### src/rtl/registrador_universal.sv
// rtl/registrador_universal.sv - parametrised universal shift register with word counter
// Shift/rotate/load/clear storage; Count tracks serial shifts and Word_done pulses per WIDTH-bit word.
module registrador_universal #(
   parameter  int WIDTH = 8,
   localparam int CW    = $clog2(WIDTH)
) (
   input  logic             CLK,
   input  logic             Reset,
   input  logic             Enable,
   input  logic [2:0]       Mode,
   input  logic             Shift_in_msb,
   input  logic             Shift_in_lsb,
   input  logic [WIDTH-1:0] Data_in,
   output logic [WIDTH-1:0] Q,
   output logic             Shift_out_r,
   output logic             Shift_out_l,
   output logic [CW-1:0]    Count,
   output logic             Word_done
);

   localparam logic [2:0] MODE_HOLD = 3'b000;
   localparam logic [2:0] MODE_SHR  = 3'b001;
   localparam logic [2:0] MODE_SHL  = 3'b010;
   localparam logic [2:0] MODE_ROR  = 3'b011;
   localparam logic [2:0] MODE_ROL  = 3'b100;
   localparam logic [2:0] MODE_LOAD = 3'b101;
   localparam logic [2:0] MODE_CLR  = 3'b110;

   localparam logic [CW-1:0] COUNT_LAST = CW'(WIDTH - 1);

   logic [WIDTH-1:0] q_next;
   logic [CW-1:0]    count_next;
   logic             word_done_next;
   logic             is_shift;
   logic             last_shift;

   assign is_shift   = (Mode == MODE_SHR) || (Mode == MODE_SHL);
   assign last_shift = is_shift && (Count == COUNT_LAST);

   always_comb begin
      q_next         = Q;
      count_next     = Count;
      word_done_next = 1'b0;
      if (Enable) begin
         case (Mode)
            MODE_SHR:  q_next = {Shift_in_msb, Q[WIDTH-1:1]};
            MODE_SHL:  q_next = {Q[WIDTH-2:0], Shift_in_lsb};
            MODE_ROR:  q_next = {Q[0], Q[WIDTH-1:1]};
            MODE_ROL:  q_next = {Q[WIDTH-2:0], Q[WIDTH-1]};
            MODE_LOAD: q_next = Data_in;
            MODE_CLR:  q_next = '0;
            MODE_HOLD: q_next = Q;
            default:   q_next = Q;
         endcase
         // Counting is direction-agnostic; the last shift of a word wraps and flags it.
         if (is_shift) begin
            count_next     = last_shift ? '0 : Count + CW'(1);
            word_done_next = last_shift;
         end else if ((Mode == MODE_LOAD) || (Mode == MODE_CLR)) begin
            count_next = '0;
         end
      end
   end

   always_ff @(posedge CLK or negedge Reset) begin
      if (!Reset) begin
         Q         <= '0;
         Count     <= '0;
         Word_done <= 1'b0;
      end else begin
         Q         <= q_next;
         Count     <= count_next;
         Word_done <= word_done_next;
      end
   end

   assign Shift_out_r = Q[0];
   assign Shift_out_l = Q[WIDTH-1];

endmodule

### config.mk
export PLATFORM = sky130hd
export DESIGN_NAME = registrador_universal
export DESIGN_NICKNAME = d
export VERILOG_FILES = /design/src/rtl/registrador_universal.sv
export SDC_FILE = /design/constraint.sdc
export NUM_CORES = 1
export LEC_CHECK = 0
export BUFFER_PORTS_ARGS = -buffer_cell sky130_fd_sc_hd__buf_2
export CAP_MARGIN = 10
export CORE_MARGIN = 3
export CORE_UTILIZATION = 44
export DETAILED_ROUTE_END_ITERATION = 10
export GPL_ROUTABILITY_DRIVEN = 0
export PLACE_DENSITY = 0.74
export SYNTH_ARGS = -nofsm -noshare
export SYNTH_HDL_FRONTEND = slang
export SYNTH_SLANG_ARGS = --single-unit
export TNS_END_PERCENT = 50
### constraint.sdc
create_clock -name CLK -period 1.12 [get_ports CLK]
set_input_delay 0.224 -clock CLK [delete_from_list [all_inputs] [get_ports CLK]]
set_output_delay 0.224 -clock CLK [all_outputs]
set_load 0.005 [all_outputs]
==> flow_summary_export.csv <==
group,metric,value,unit
outcome,status,"complete, but fails checks",
outcome,violations,"negative setup slack",
power,power.leakage,0.000665,uW
worst_hold_path,min_path_cells,4,
cells_and_area,drive_above_1_share,58.1,%
cells_and_area,nFillCells,133,
detailed_routing,wirelength,2850,um
die,rows,15,
power,pwr-share-comb,45.8,%
worst_setup_path,crit_chain,"ha_2 -> ha_4 -> buf_4 -> nor3b_2",
worst_setup_path,arrival,1.35,ns
detailed_routing,post_drt_via_cell_ratio,5.70,
worst_setup_path,reg2reg_to,"Word_done",
detailed_routing,drc,0,
cells_and_area,layout.nets,167,
placement,io_buffers,29,
grt,grt_max_degree,17,
worst_setup_path,rrSetupSlack,-0.07,ns
worst_setup_path,critPathMaxFanout,3,
detailed_routing,drtIter0Drc,18,
synthesis,yosys.area.top_type,"dfrtp_1",
synthesis,syn_area_per_cell,9.29,sq um
clock_tree,cts_tree,"built",
worst_setup_path,slowest_stage,"dfrtp_1",
synthesis,synth_ff_type,"dfrtp_1",
cells_and_area,diodes,0,
worst_setup_path,r2r_cells,4,
placement,placed_cells,164,
detailed_routing,num_vias,986,
power,clkPwrFrac,21.1,%
sta,skew,0.00582,ns
detailed_routing,wire_per_inst,16.5,um
worst_hold_path,hold_path_end,"Q[6]",
power,seqPwrFrac,33.0,%
synthesis,synth_edf_count,0,
power,ir_drop,0.000907,V
grt,grt_pass1_wl,4150,um
clock_tree,htreeDepth,1,
synthesis,seq_area_frac_synth,34.0,%
sta,timing.hold.ws,0.302,ns
die,die_w,50.8,um
worst_setup_path,crit_path_end_kind,"flop",
sta,drv_slew,0,
grt,grt_use_total,22.2,%
sta,hold_violations,0,
sta,timing.final.ws_setup,-0.0729,ns
worst_setup_path,worst_setup_path_start_kind,"flop",
synthesis,synth-seq-cells,12,
clock_tree,cts_sinks,12,
clock_tree,root_buffer,"clkbuf_4",
synthesis,synth.area.top_cells,"dfrtp_1 (34%), o22a_1 (7.9%), maj3_1 (5.7%)",
power,switching_power,570,uW
cells_and_area,area_delta_synth_final,60.0,%
synthesis,async_flop_share,100,%
synthesis,synth_area,882,sq um
synthesis,netlist_instances,95,
worst_hold_path,min-delay-path-class,"in2reg",
clock_tree,clk_pin_slew,0.08,ns
die,start_util,49.0,%
worst_setup_path,cp_num_buf_inv,1,
detailed_routing,antenna_left,0,
synthesis,ys_warn_count,0,
sta,finalCritPeriodShare,107,%
grt,first_global_vias,921,
job,timing.max_cap.violations,0,
detailed_routing,first_pass_iters,4,
power,p_sw_share,32.8,%
clock_tree,insertion_delay,0.29,ns
clock_tree,cts_buffer_depth,2,
synthesis,synth_cell_types,32,
die,ios,30,
die,die_y,50.8,um
synthesis,syn-num-nets,113,
sta,period_needed,1.19,ns
power,p_int,1170,uW
cells_and_area,layout_common_cells,"buf_2 (23), buf_4 (23), dfrtp_1 (12), buf_6 (12), o22a_1 (8)",
worst_setup_path,crit_family,"flip-flops",
worst_setup_path,cp.required,1.28,ns
synthesis,yosysTopAreaCellShare,34.0,%
die,die-area,0.00258,sq mm
worst_setup_path,crit_type,"reg2reg",
placement,hpwl,1860,um
sta,setup_viol,11,
cells_and_area,stdcell_count,173,
sta,rsz0062_at_grt,"yes",
grt,grt.overflow.total,0,
clock_tree,numCtsBuffers,3,
worst_setup_path,worstReg2RegStart,"Count[0]",
grt,antenna_found_initial,0,
worst_hold_path,holdCritStartpoint,"Data_in[6]",
power,power_density,1230,mW/mm^2
sta,max_slew.worst_pin.slew,0.289,ns
worst_setup_path,critPathMaxStageDelay,0.40,ns
sta,fmax,838,MHz
die,core,0.00180,sq mm
sta,slew_headroom,80.6,%
==> sequential cells by signal (all words and copies together) (netlist names) <==
name,count
Q,8
Count,3
Word_done,1
==> synth_stat cells (2+ instances only) <==
cell      instances
buf_2             6
buf_4             2
buf_6             2
dfrtp_1          12
ha_1              2
inv_1             9
maj3_1            5
maj3_2            2
nand2_1           3
nand2b_1          2
nor2_1            2
nor2b_1           2
nor3_1            2
o211ai_1          6
o21ai_0           7
o21ai_1           2
o21ai_2           2
o22a_1            8
o31ai_1           6
==> tightest hold or removal path: cells and delay by family <==
family | cells | cell delay (ns)
buffers and inverters | 1 | 0.08
AOI/OAI and AO/OA | 3 | 0.26
==> routing by layer <==
layer | global-route usage [%] | vias up | wire (um)
li1 | - | 455 | -
met1 | 25.5 | 464 | 1130
met2 | 35.4 | 49 | 1390
met3 | 5.04 | 18 | 185
met4 | 17.0 | 0 | 147
met5 | 0 | - | 0
==> power by group through the flow <==
stage                     Sequential (uW)  Clock, uW  Combinational (uW)
final                                 574        367                 796
after global routing                  583        395                 857
after CTS                             567        374                 706
after detailed placement              566          0                 600
after global placement                559          0                 579
after floorplan                       585          0                 292
==> stage by stage <==
| step | TNS [ns] | setup slack [ns] | area [sq um] | power (uW) | util, % |
|---|---|---|---|---|---|
| finish | -0.441 | -0.0729 | 1410 | 1740 | 78.3 |
| global route | -0.933 | -0.116 | 1410 | 1840 | 78.3 |
| CTS | -0.345 | -0.0624 | 1330 | 1650 | 74.0 |
| detailed placement | -1.70 | -0.268 | 1190 | 1170 | 66.3 |
| global placement | -1.19 | -0.147 | 1190 | 1140 | 66.3 |
| floorplan | -0.0971 | -0.0544 | 882 | 877 | - |
==> logic make-up (layout without fill, tap and decap cells) <==
group | Yosys count | count (layout) | share of synthesized area (%)
buffers and inverters | 21 | 74 | 12.3
DFF | 12 | 12 | 34.0
and+or+nand+nor | 17 | 17 | 12.5
adders and majority gates | 9 | 9 | 11.1
AOI/OAI and AO/OA | 36 | 36 | 30.1
==> how the worst max path moves through the flow <==
| stage | slack [ns] | startpoint | endpoint | cells past startpoint |
|---|---|---|---|---|
| floorplan | -0.05 | Mode[0] | Q[0] | 5 |
| global placement | -0.15 | Mode[1] | Q[7] | 6 |
| detailed placement | -0.27 | Mode[1] | Count[0] | 6 |
| CTS | -0.06 | Count[1] | Count[0] | 4 |
| global route | -0.12 | Q[6] | Q[7] | 4 |
| finish | -0.07 | Count[0] | Word_done | 4 |
==> area by class of cell <==
class	instances	area (sq um)	area share [%]
inverters	10	37.5	2.66
multi-input cells	62	553	39.2
flip-flops and latches	12	300	21.3
well taps	25	31.3	2.22
repair buffers	60	453	32.1
clock buffers	4	36.3	2.57
==> what timing repair did <==
item                                    CTS  global route
hold buffers                              1             0
gates resized for setup                  20            18
endpoints found under the hold margin    12             0
setup buffers                             1             3
pin swaps                                 4             9
endpoints found under the setup margin   13            19
Power figures use the tool's default switching activity.
